==> src/rtl/cu_hmi_pkg.sv <==
// cu_hmi_pkg: shared definitions for the host-link command decoder.
//   - opcode constants (din[7:6])
//   - control sub-codes (din[5:4] of the control opcode)
//   - decoder FSM state encoding
//   - small helper for one-hot checking of the read group field
package cu_hmi_pkg;

   localparam logic [1:0] OP_CTRL = 2'b00;
   localparam logic [1:0] OP_READ = 2'b01;
   localparam logic [1:0] OP_ADDR = 2'b10;
   localparam logic [1:0] OP_SEL  = 2'b11;

   localparam logic [1:0] CTRL_RST  = 2'b00;
   localparam logic [1:0] CTRL_RDAC = 2'b01;
   localparam logic [1:0] CTRL_INC  = 2'b10;
   localparam logic [1:0] CTRL_PAGE = 2'b11;

   typedef enum logic [2:0] {
      ST_IDLE     = 3'd0,
      ST_CAPTURE  = 3'd1,
      ST_DECODE   = 3'd2,
      ST_PULSE    = 3'd3,
      ST_WAIT_LOW = 3'd4
   } state_t;

   function automatic logic is_onehot3(input logic [2:0] v);
      return (v == 3'b001) || (v == 3'b010) || (v == 3'b100);
   endfunction

endpackage

==> src/rtl/cu_hmi_mc_sync_edge.sv <==
// sync_edge: two-flop synchroniser plus rising-edge detector for a
// single asynchronous level coming from the UART side.
//   clk   in  system clock
//   res   in  asynchronous active-low reset
//   d     in  asynchronous level
//   level out synchronised level (second flop)
//   rise  out one-cycle pulse on a synchronised 0->1 transition
module sync_edge (
   input  logic clk,
   input  logic res,
   input  logic d,
   output logic level,
   output logic rise
);

   logic meta_r;
   logic sync_r;
   logic prev_r;

   // Synchroniser chain plus one delay stage for edge detection.
   always_ff @(posedge clk or negedge res) begin
      if (!res) begin
         meta_r <= 1'b0;
         sync_r <= 1'b0;
         prev_r <= 1'b0;
      end else begin
         meta_r <= d;
         sync_r <= meta_r;
         prev_r <= sync_r;
      end
   end

   // Built only from flops, so the edge pulse is glitch-free.
   assign level = sync_r;
   assign rise  = sync_r & ~prev_r;

endmodule

==> src/rtl/cu_hmi_mc.sv <==
// cu_hmi_mc: host-link command decoder driving the TDC board controls.
// Ports:
//   clk, res           clock, asynchronous active-low reset
//   din, din_rdy       received byte and its (asynchronous) valid level
//   in_value           board ID from DIP switches
//   address            paged channel address
//   reset, res_dac     global reset / all-DAC reset strobes
//   inc_dac            per-DAC increment strobes
//   read, read_sel     read strobe and one-hot read group
//   fpga_sel           board selected
//   fpga_sel_status    last select byte
//   cmd_err            one-cycle flag for invalid/unaddressed command
//   busy               command in progress until din_rdy returns low
module cu_hmi_mc
   import cu_hmi_pkg::*;
#(
   parameter int ADDR_W    = 6,
   parameter int N_DAC     = 2,
   parameter int ID_W      = 3,
   parameter int PULSE_LEN = 4
) (
   input  logic              clk,
   input  logic              res,
   input  logic [7:0]        din,
   input  logic              din_rdy,
   input  logic [ID_W-1:0]   in_value,
   output logic [ADDR_W-1:0] address,
   output logic              reset,
   output logic              res_dac,
   output logic [N_DAC-1:0]  inc_dac,
   output logic              read,
   output logic [2:0]        read_sel,
   output logic              fpga_sel,
   output logic [7:0]        fpga_sel_status,
   output logic              cmd_err,
   output logic              busy
);

   localparam int CNT_W = $clog2(PULSE_LEN + 1);
   localparam logic [CNT_W-1:0]  CNT_LOAD = CNT_W'(PULSE_LEN - 1);
   localparam logic [CNT_W-1:0]  CNT_ZERO = {CNT_W{1'b0}};
   localparam logic [ADDR_W-1:0] LOW_MASK = ADDR_W'(6'h3F);
   localparam logic [ADDR_W-1:0] ADDR_ONE = ADDR_W'(1'b1);
   localparam logic [N_DAC-1:0]  DAC_ONE  = N_DAC'(1'b1);

   state_t state_r, state_nxt;

   logic              rdy_sync_s;
   logic              rdy_rise_s;
   logic [7:0]        cmd_r;
   logic [CNT_W-1:0]  cnt_r;
   logic              auto_r;
   logic [ADDR_W-1:0] address_r;
   logic              reset_r, res_dac_r, read_r, fpga_sel_r, cmd_err_r, busy_r;
   logic [N_DAC-1:0]  inc_dac_r;
   logic [2:0]        read_sel_r;
   logic [7:0]        status_r;

   // decode results, only consumed in DECODE
   logic              err_s, str_rst_s, str_rdac_s, str_read_s, auto_s, strobe_any_s;
   logic [N_DAC-1:0]  str_inc_s;
   logic [ADDR_W-1:0] addr_nxt_s;
   logic              sel_nxt_s;
   logic [7:0]        status_nxt_s;
   logic [2:0]        rsel_nxt_s;

   sync_edge u_rdy_sync (
      .clk   (clk),
      .res   (res),
      .d     (din_rdy),
      .level (rdy_sync_s),
      .rise  (rdy_rise_s)
   );

   // Command decode of the latched byte.
   always_comb begin
      err_s        = 1'b0;
      str_rst_s    = 1'b0;
      str_rdac_s   = 1'b0;
      str_read_s   = 1'b0;
      auto_s       = 1'b0;
      str_inc_s    = {N_DAC{1'b0}};
      addr_nxt_s   = address_r;
      sel_nxt_s    = fpga_sel_r;
      status_nxt_s = status_r;
      rsel_nxt_s   = read_sel_r;
      case (cmd_r[7:6])
         OP_SEL: begin
            sel_nxt_s    = (cmd_r[ID_W-1:0] == in_value);
            status_nxt_s = cmd_r;
         end
         OP_CTRL: begin
            // the global reset works on every board, selected or not
            if (cmd_r == 8'h00) begin
               str_rst_s = 1'b1;
            end else if (!fpga_sel_r) begin
               err_s = 1'b1;
            end else begin
               case (cmd_r[5:4])
                  CTRL_RDAC: str_rdac_s = 1'b1;
                  CTRL_INC: begin
                     if ({1'b0, cmd_r[3:0]} >= 5'(N_DAC)) begin
                        err_s = 1'b1;
                     end else begin
                        str_inc_s = DAC_ONE << cmd_r[3:0];
                     end
                  end
                  CTRL_PAGE: begin
                     // page bits land at [ADDR_W-1:6]; no page bits exist at 6
                     if (ADDR_W == 6) begin
                        err_s = 1'b1;
                     end else begin
                        addr_nxt_s = (address_r & LOW_MASK) |
                                     ADDR_W'({cmd_r[3:0], 6'b000000});
                     end
                  end
                  CTRL_RST: err_s = 1'b1;   // 00_00_xxxx other than 0x00
                  default:  err_s = 1'b1;
               endcase
            end
         end
         OP_READ: begin
            if (!fpga_sel_r) begin
               err_s = 1'b1;
            end else if (!is_onehot3(cmd_r[2:0])) begin
               err_s = 1'b1;
            end else begin
               str_read_s = 1'b1;
               rsel_nxt_s = cmd_r[2:0];
               auto_s     = cmd_r[5];
            end
         end
         OP_ADDR: begin
            if (!fpga_sel_r) begin
               err_s = 1'b1;
            end else begin
               addr_nxt_s = (address_r & ~LOW_MASK) | ADDR_W'(cmd_r[5:0]);
            end
         end
         default: err_s = 1'b1;
      endcase
      strobe_any_s = str_rst_s | str_rdac_s | (|str_inc_s) | str_read_s;
   end

   // FSM state register.
   always_ff @(posedge clk or negedge res) begin
      if (!res) begin
         state_r <= ST_IDLE;
      end else begin
         state_r <= state_nxt;
      end
   end

   // FSM next-state logic; only a rising edge seen in IDLE starts a command.
   always_comb begin
      state_nxt = state_r;
      case (state_r)
         ST_IDLE: begin
            if (rdy_rise_s) state_nxt = ST_CAPTURE;
            else            state_nxt = ST_IDLE;
         end
         ST_CAPTURE: state_nxt = ST_DECODE;
         ST_DECODE: begin
            if (strobe_any_s) state_nxt = ST_PULSE;
            else              state_nxt = ST_WAIT_LOW;
         end
         ST_PULSE: begin
            if (cnt_r == CNT_ZERO) state_nxt = ST_WAIT_LOW;
            else                   state_nxt = ST_PULSE;
         end
         ST_WAIT_LOW: begin
            if (!rdy_sync_s) state_nxt = ST_IDLE;
            else             state_nxt = ST_WAIT_LOW;
         end
         default: state_nxt = ST_IDLE;
      endcase
   end

   // Datapath: byte latch, register updates, strobe timing, auto-increment.
   always_ff @(posedge clk or negedge res) begin
      if (!res) begin
         cmd_r      <= 8'h00;
         cnt_r      <= CNT_ZERO;
         auto_r     <= 1'b0;
         address_r  <= {ADDR_W{1'b0}};
         reset_r    <= 1'b0;
         res_dac_r  <= 1'b0;
         inc_dac_r  <= {N_DAC{1'b0}};
         read_r     <= 1'b0;
         read_sel_r <= 3'b000;
         fpga_sel_r <= 1'b0;
         status_r   <= 8'h00;
         cmd_err_r  <= 1'b0;
         busy_r     <= 1'b0;
      end else begin
         cmd_err_r <= 1'b0;
         busy_r    <= (state_nxt != ST_IDLE);
         case (state_r)
            ST_CAPTURE: cmd_r <= din;
            ST_DECODE: begin
               address_r  <= addr_nxt_s;
               fpga_sel_r <= sel_nxt_s;
               status_r   <= status_nxt_s;
               read_sel_r <= rsel_nxt_s;
               cmd_err_r  <= err_s;
               reset_r    <= str_rst_s;
               res_dac_r  <= str_rdac_s;
               inc_dac_r  <= str_inc_s;
               read_r     <= str_read_s;
               auto_r     <= auto_s;
               cnt_r      <= CNT_LOAD;
            end
            ST_PULSE: begin
               if (cnt_r == CNT_ZERO) begin
                  reset_r   <= 1'b0;
                  res_dac_r <= 1'b0;
                  inc_dac_r <= {N_DAC{1'b0}};
                  read_r    <= 1'b0;
                  auto_r    <= 1'b0;
                  // wraps through the page bits as well
                  if (auto_r) begin
                     address_r <= address_r + ADDR_ONE;
                  end else begin
                     address_r <= address_r;
                  end
               end else begin
                  cnt_r <= cnt_r - {{(CNT_W-1){1'b0}}, 1'b1};
               end
            end
            default: cmd_r <= cmd_r;
         endcase
      end
   end

   assign address         = address_r;
   assign reset           = reset_r;
   assign res_dac         = res_dac_r;
   assign inc_dac         = inc_dac_r;
   assign read            = read_r;
   assign read_sel        = read_sel_r;
   assign fpga_sel        = fpga_sel_r;
   assign fpga_sel_status = status_r;
   assign cmd_err         = cmd_err_r;
   assign busy            = busy_r;

endmodule

==> config.mk <==
export PLATFORM = sky130hd
export DESIGN_NAME = cu_hmi_mc
export DESIGN_NICKNAME = d
export VERILOG_FILES = /design/src/rtl/cu_hmi_pkg.sv /design/src/rtl/cu_hmi_mc_sync_edge.sv /design/src/rtl/cu_hmi_mc.sv
export SDC_FILE = /design/constraint.sdc
export NUM_CORES = 1
export LEC_CHECK = 0
export ABC_AREA = 1
export BUFFER_PORTS_ARGS = -buffer_cell sky130_fd_sc_hd__buf_2
export CAP_MARGIN = 20
export CORE_MARGIN = 2
export CORE_UTILIZATION = 54
export CTS_CLUSTER_SIZE = 8
export DETAILED_ROUTE_END_ITERATION = 8
export GPL_TIMING_DRIVEN = 0
export PLACE_DENSITY = 0.78
export SLEW_MARGIN = 20
export SYNTH_ARGS = -nofsm -noshare
export SYNTH_HDL_FRONTEND = slang
export SYNTH_SLANG_ARGS = --single-unit
==> constraint.sdc <==
create_clock -name clk -period 2 [get_ports clk]
set_clock_uncertainty 0.15 [all_clocks]
set_input_delay 0.1 -clock clk [delete_from_list [all_inputs] [get_ports clk]]
set_output_delay 0.1 -clock clk [all_outputs]
set_load 0.05 [all_outputs]
==> results, run 1 <==
- The cell depth of the worst flop-to-flop path is 10.
- The critical path is of the reg2reg type.
- The count of vias placed by the detailed router is 1711.
- The commonest register cell after synthesis is sky130_fd_sc_hd__dfrtp_1.
- The gate count of the mapped netlist is 228.
- The cell with the most instances after synthesis is sky130_fd_sc_hd__nand2_1.
- The final-layout fill cell count is 297.
- Counting distinct cell types in the post-synthesis netlist gives 30.
- Data arrives at the worst endpoint at 1.91 ns.
- At the end of routability-driven placement, the weighted congestion stood at 0.904.
- Ranked by total cell area, the synthesized netlist is headed by sky130_fd_sc_hd__dfrtp_1 (52%), sky130_fd_sc_hd__nand2_1 (9.6%), sky130_fd_sc_hd__o21ai_0 (4.8%).
- The cell type of the slowest stage on the worst timing path is sky130_fd_sc_hd__dfrtp_1.
- The synthesized cell area is 2070 um^2.
- The worst setup path is launched from a register.
- Traced cell by cell, the critical path runs through inv_1 -> ha_1 -> nand2_1 -> inv_1 -> nand2_1 -> nand3_1 -> nand3_1 -> nand2_1 -> nand2_1 -> or2_2.
- The share of the clock period used by the worst path is 0.936.
- The core region is 3660 um^2.
- The floorplan has 22 rows.
- The startpoint of the worst register-to-register path is cmd_r[4].
- Clock tree synthesis selected as its root buffer the cell sky130_fd_sc_hd__clkbuf_8.
- The count of flip-flops with a built-in enable after synthesis is 0.
- The compound-gate portion of the synthesized area is 0.125.
- Summing all flip-flop and latch instances after layout gives 1080 um^2.
- The count of nets left with antenna violations once routing finished came out at 0.
- For this run, asynchronously set or reset flops after synthesis account for 1.00.
- The total count of hold-check failures in the final report is 0.
- The total length of routed wires is 4400 um.
- The adder-cell area share of the yosys netlist is 0.0423.
- The worst voltage drop across the vdd grid is 1.03 mV.
- The wire length of the first global-routing pass is 7780 um.
- In this run the worst hold path is classified as in2async.
- The final layout contains 308 nets.
- The combined area of the multi-input logic cells is 870 um^2.
- Port buffering added 38 buffers.
- TritonCTS built the clock tree.
- Dividing the detail-routed wire length by the instance count gives 13.1 um.
- The global route total overflow is 0.
- The data required time at the worst endpoint is 2.04 ns.
- The clock slew seen by the registers of the worst setup and hold paths is 0.09 ns.
- Dividing the synthesized area by the synthesized cell count gives 9.08 um^2.
- The die is 65.9 um tall.
- The cell type contributing the most total cell area after synthesis is sky130_fd_sc_hd__dfrtp_1.
- The TritonCTS buffer count is 5.
- The number of buffers and inverters on the critical path is 2.
- Of the cells placed in the final design, the portion with a size suffix greater than 1 is 0.253.
- The post-layout worst setup margin is 0.129 ns.
- Dividing total power by cell area gives a power density of 1670 nW/um^2.
- The area added between synthesis and finish is 23.9%.
- The tool flagged a number of max-cap violations equal to 0.
- Derived from the worst setup path, the maximum achievable clock frequency is 534 MHz.
- The initial antenna violation count is 0.
- The antenna diode count is 0.
- The starting density of the core is 0.565.
- For this run, the detailed router's first-pass iteration total came to 4.
- The worst hold slack after final layout is 0.0405 ns.
- 39 I/O pins were placed.
- The longest clock path from root to sink contains 2 buffers.
- The clock insertion delay at the later pin of the skew report is 0.30 ns.
- The clock period minus worst slack is 1.87 ns.
- The sequential fraction of the synthesis area is 0.520.
- The portion of netlist area occupied by mux cells is 0.
- The sum of internal, switching and leakage power is 4290 uW.
- Timing analysis after detailed placement gives a worst setup slack of 0.0890 ns.
- Of the total synthesized cell area, the portion taken by XOR and XNOR cells is 0.0254.
- The kind of cell with the highest combined delay along the critical path is simple AND/OR/NAND/NOR gates.
- Setup repair after global routing left no endpoint under its margin.
- For this block, the initial DRC count from the detailed router was 74.
- Synthesis inferred 43 register bits.
- The count of yosys warnings during synthesis is 0.
- Buffers added to address setup during post-CTS repair amount to 0.
- The maximum single-stage delay on the critical path is 0.41 ns.
- The actual slew at the worst max-slew pin is 0.502 ns.
- Setup violations remaining at the end of the flow were counted as 0.
- The run finished with clean final reports.
- The sum of net half-perimeters after detailed placement is 3120 um.
- For this run, design rule violations remaining after detail routing come to 0.
- Counting instances in the post-synthesis netlist gives the leading cell types as sky130_fd_sc_hd__nand2_1 (53), sky130_fd_sc_hd__dfrtp_1 (43), sky130_fd_sc_hd__inv_1 (23).
- Setup total negative slack on the finished layout was measured at 0 ns.
- The number of global-route vias before repair came to 1729.
- The endpoint identified for the worst register-to-register timing path is state_r[0].
- Clock tree synthesis found a total of 43 sinks.
- In this run the worst path has a maximum fanout of 5.
- In this run the tightest slew margin relative to its limit is 0.663.
- The finished cells cover 2560 um^2.
- The cell with the most instances on the worst path is sky130_fd_sc_hd__nand2_1.
- The share of the synthesized area in the top cell type is 0.520.
- The cell leakage power is 0.00132 uW.
- The total cell area at the placement stage is 2320 um^2.
- The largest family of logic cells by synthesized area is simple AND/OR/NAND/NOR gates.
- Entering global routing, the biggest net connects 44 pins.
- The total routing resource utilization after global routing is 0.239.
- The category of the worst setup path capture point is a register.
- The die area is 4340 um^2.
- The number of nets in the synthesized netlist is 249.
- Dividing the detail-routed via count by the number of cells gives 5.09.
- The die outline width is 65.9 um.
- The area share of and/or/nand/nor cells after synthesis is 0.227.
- The number of H-tree levels is 2.
- The worst register-to-register path has a setup slack of 0.13 ns.
- The count of pins over their slew limit was 0.
==> final cells by class <==
class / count / area share
plain buffers: 2 / 0.00634
multi-input cells: 155 / 0.339
inverters: 28 / 0.0420
clock inverters: 3 / 0.0102
repair buffers: 52 / 0.133
clock buffers: 5 / 0.0268
well taps: 48 / 0.0234
flip-flops and latches: 43 / 0.420
==> cells by family (layout without fill, tap and decap cells) <==
group / Yosys count / in the layout
AO/OA/AOI/OAI: 43 / 43
XOR/XNOR: 6 / 6
adder cells (fa/ha/maj): 7 / 7
buffers and inverters: 30 / 90
flip-flops: 43 / 43
AND/OR/NAND/NOR: 99 / 99
==> metrics by stage <==
step | cells | util
after floorplan | 228 | -
after global placement | 314 | 0.634
after detailed placement | 314 | 0.634
after CTS | 335 | 0.695
after global routing | 336 | 0.701
final | 336 | 0.701
==> report_power, final <==
| group | switching, uW | internal [uW] |
|---|---|---|
| clock network | 328 | 257 |
| logic | 1610 | 590 |
| registers | 298 | 1220 |
==> flip-flops by register name (all words and copies together), names as in the netlist <==
name,cells
cmd_r,8
fpga_sel_status,8
address,6
cnt_r,3
read_sel,3
state_r,3
inc_dac,2
auto_r,1
busy,1
cmd_err,1
fpga_sel,1
read,1
res_dac,1
reset,1
u_rdy_sync.level,1
u_rdy_sync.meta_r,1
u_rdy_sync.prev_r,1
==> worst max path at each step <==
stage	start	to	slack, ns	cells after the start
after floorplan	address[0]	address[4]	0.35	5
after global placement	cmd_r[5]	state_r[0]	0.15	10
after detailed placement	cmd_r[5]	state_r[0]	0.09	10
after global routing	cmd_r[2]	read_sel[2]	0.009	5
after CTS	cmd_r[5]	state_r[0]	0.06	10
final	cmd_r[4]	state_r[0]	0.13	10
==> metal layers <==
layer	track usage	vias to the layer above	part of all wire
met2	0.410	30	0.51
li1	-	860	-
met5	0	-	0
met3	0.0409	5	0.034
met4	0.0703	0	0.011
met1	0.309	816	0.45
==> placed cells by master (no fill, tap or decap), drive strengths merged, types with 4 or more instances in the layout <==
cell type,n
nor3,4
a21oi,6
o21ai,28
nand2,58
dfrtp,43
nand3,7
inv,30
clkbuf,5
nand4,4
buf,41
ha,7
dlygate4sd3,13
nor2,22
a31oi,4
==> timing repair <==
action / in CTS / in global routing
gates resized for setup: 0 / 1
setup endpoints to repair: 0 / 1
hold buffers: 13 / 0
endpoints found under the hold margin: 53 / 0
(Power assumes the default switching activity.)
==> run 2: changes to the inputs <==
Settings changed: CORE_UTILIZATION 54 to 55, GPL_ROUTABILITY_DRIVEN set to 0, PLACE_DENSITY 0.78 to 0.79, SETUP_SLACK_MARGIN set to 0.05, SYNTH_HIERARCHICAL set to 1.
==> run 2 against run 1 <==
Compared with the run above:
- sequential power about the same
- routed wire length about the same
- combinational power decreased by 5%
- global-route usage about the same
- fmax increased by 5.2%
- core utilization increased by 0.75 points
- final cell count increased by 0.30%
- via count decreased by 1.3%
- die area decreased by 0.26%
- clock power increased by 20%
- power about the same
- sequential cell count unchanged
==> results, run 2 <==
- TritonCTS built the clock tree.
- Setup repair after global routing left no endpoint under its margin.
- The library cell used most frequently in the layout, excluding fill and tap cells, is sky130_fd_sc_hd__nand2_1.
- Setup violations remaining at the end of the flow were counted as 0.
- The clock period minus worst slack is 1.78 ns.
- The y dimension of the die is 65.8 um.
- The maximum number of pins on one net before global-route repair is 44.
- The share of the synthesized area in the top cell type is 0.512.
- The die outline width is 65.8 um.
- In the layout the commonest cells are sky130_fd_sc_hd__nand2_1 (57), sky130_fd_sc_hd__dfrtp_1 (43), sky130_fd_sc_hd__buf_2 (39).
- The number of nets in the synthesized netlist is 252.
- The total count of hold-check failures in the final report is 0.
- The met1 routing resource usage after global routing is 0.303.
- In the global route stage, met2 resource usage came out at 0.408.
- The worst setup path is launched from a register.
- The number of detailed-route iterations in the first pass is 4.
- In this run, the number of DRC markers left after iteration 0 of detailed routing was 91.
- The cell type contributing the most total cell area after synthesis is sky130_fd_sc_hd__dfrtp_1.
- In the post-synthesis netlist, the cell with the most instances is sky130_fd_sc_hd__nand2_1.
- The detail-routed net length per standard cell is 13.1 um.
- The filler cells instantiated in the layout total 290.
- The per-cell via count in the routed design is 5.01.
- The wire length of the first global-routing pass is 7730 um.
- The number of distinct library cells after synthesis is 35.
- The count of yosys warnings during synthesis is 6.
- Summing every instance area after synthesis gives 2100 um^2.
- After synthesis, the mean cell area works out to 9.10 um^2.
- Port buffering added 38 buffers.
- The net count of the finished layout is 309.
- The category of the worst setup path capture point is a register.
- At the pin with the least slew margin, the transition time is 0.925 ns.
- The number of global-route vias before repair was 1698.
- The worst pin sits at a relative slew slack of 0.383.
- The share of the clock period used by the worst path is 0.889.
- The root buffer cell chosen for the clock tree is sky130_fd_sc_hd__clkbuf_8.
- The commonest register cell after synthesis is sky130_fd_sc_hd__dfrtp_1.
- After global routing the overflow that remains totals 0.
- Ranked by instance count, the synthesized netlist is headed by sky130_fd_sc_hd__nand2_1 (57), sky130_fd_sc_hd__dfrtp_1 (43), sky130_fd_sc_hd__inv_1 (26).
- The register bit total from synthesis is 43.
- The number of primary I/O pins is 39.
- Along the worst path, the maximum fanout reaches 7.
- The count of vias placed by the detailed router is 1688.
- For this run, asynchronously set or reset flops after synthesis account for 1.00.
- The initial antenna violation count is 0.
- The storage element area is 1080 um^2.
- Clock-pin slew was measured on the worst setup and hold paths at 0.08 ns.
- Relative to the synthesized area, the layout overhead comes to 23.3%.
- The total routing resource utilization after global routing is 0.238.
- The number of buffers and inverters on the critical path is 2.
- The cell leakage power is 0.00138 uW.
- The worst voltage drop across the vdd grid is 1.08 mV.
- The number of cells after detailed placement is 317.
- In the final layout, the share of cells above drive strength 1 is 0.235.
- The die covers 4330 um^2.
- The worst register-to-register path has a setup slack of 0.22 ns.
- Derived from the worst setup path, the maximum achievable clock frequency is 562 MHz.
- The final cell count without fillers is 337.
- The count of flip-flops with a built-in enable after synthesis is 0.
- The number of nets still failing antenna checks after routing is 0.
- The count of pins over their slew limit is 0.
- The count of max-cap constraint violations is 0.
- The clock sink total is 43.
- The flow ran to the end, and the final reports show no timing, DRC or antenna violations.
- In this run the power density over the cells is 1660 nW/um^2.
- After detailed routing, the total wire length is 4400 um.
- The type of the worst min-delay path is in2reg.
- The arrival time at the worst endpoint is 1.84 ns.
- The sum of internal, switching and leakage power is 4290 uW.
- For the worst-skew pair, the clock arrives at the later sink with an insertion delay of 0.30 ns.
- On the final layout, the worst hold slack is 0.000401 ns.
- The floorplan has 22 rows.
- The sum of net half-perimeters after detailed placement is 3080 um.
- The starting density of the core is 0.574.
- The number of setup buffers added after CTS is 0.
- STA puts the critical path data required time at 2.06 ns.
- The met3 usage is 0.0613.
- The longest clock path from root to sink contains 2 buffers.
- The H-tree generated during clock tree synthesis spans 2 levels.
- The area of the core region is 3660 um^2.
- Among cell families on the critical path, the largest total delay comes from buffers and inverters.
- The cell type of the slowest stage on the worst timing path is sky130_fd_sc_hd__dlygate4sd3_1.
- The largest single stage delay on the critical path is 0.56 ns.
- Synthesis handed over a netlist of 231 instances.
- The residual DRC count is 0.
- The critical path goes through inv_1 -> or2_2 -> nand3_1 -> dlygate4sd3_1 -> o31ai_1.
- In the final layout, the multi-input gates occupy 896 um^2.
- The type of the setup path with the least slack is reg2reg.
- The repair_antennas step left the layout with diodes totalling 0.
- Summed over all failing endpoints, the final setup total negative slack is 0 ns.
- The layer flagged by global routing as most heavily used is met2.
- The number of clock buffers added by TritonCTS is 5.
- By area the synthesized netlist is led by sky130_fd_sc_hd__dfrtp_1 (51%), sky130_fd_sc_hd__nand2_1 (10%), sky130_fd_sc_hd__o21ai_0 (5.7%).
- The sequential fraction of the synthesis area is 0.512.
## run 2: cell types whose count changed after synthesis, sizes merged, moves of 2 or more
cell,change
a21oi,+2
nand4,-2
o31ai,+2
xnor2,-2
nand3,+4
or2,-2
nor3,-2
## run 2: final timing paths
check | endpoint | startpoint | cells past startpoint
worst min-delay path | fpga_sel | in_value[2] | 3
max in group asynchronous | cmd_r[6] | res | 2
worst max register to register | fpga_sel | cmd_r[1] | 5
worst min register to register | u_rdy_sync/level | u_rdy_sync/meta_r | 0
worst max-delay path | fpga_sel | cmd_r[1] | 5
min in group asynchronous | cmd_r[3] | res | 2
## run 2: cell type report
cell class,instances,area share
repair buffers,50,0.120
flip-flops and latches,43,0.415
clock inverters,2,0.0135
well taps,48,0.0232
plain buffers,2,0.00627
inverters,29,0.0449
multi-input cells,157,0.346
clock buffers,6,0.0319
## run 2: kinds of logic (layout without fill, tap and decap cells)
group / count (synthesis) / in the layout / synth area share
simple gates: 98 / 98 / 0.235
compound gates: 48 / 48 / 0.132
flops: 43 / 43 / 0.512
buf+inv: 31 / 89 / 0.0631
fa+ha+maj: 7 / 7 / 0.0417
xor+xnor: 4 / 4 / 0.0167
## run 2: stage by stage
step	cell area, um^2	worst slack (ns)	utilization
after global routing	2590	0.0753	0.708
after floorplan	2100	0.365	-
final	2590	0.222	0.708
after global placement	2350	0.258	0.643
after detailed placement	2350	0.237	0.643
after CTS	2590	0.174	0.707
## run 2: timing repair
action	4_1_cts	5_1_grt
endpoints found under the hold margin	53	0
setup endpoints to repair	0	2
resized for setup	0	3
hold buffers	12	0
## run 2: where the power goes
part | switching (uW) | internal, uW
sequential | 304 | 1200
clock | 296 | 404
combinational | 1520 | 571
total | 2120 | 2170
## run 2: layer usage
| metal | vias to the layer above | wire, um |
|---|---|---|
| met2 | 31 | 2210 |
| li1 | 866 | - |
| met1 | 786 | 1980 |
| met4 | 0 | 40 |
| met3 | 5 | 167 |
| met5 | - | 0 |
## run 2: worst min-delay path: stages
cell and delay (ns):
sky130_fd_sc_hd__buf_2 0.10, sky130_fd_sc_hd__xor2_1 0.13, sky130_fd_sc_hd__o31ai_1 0.08
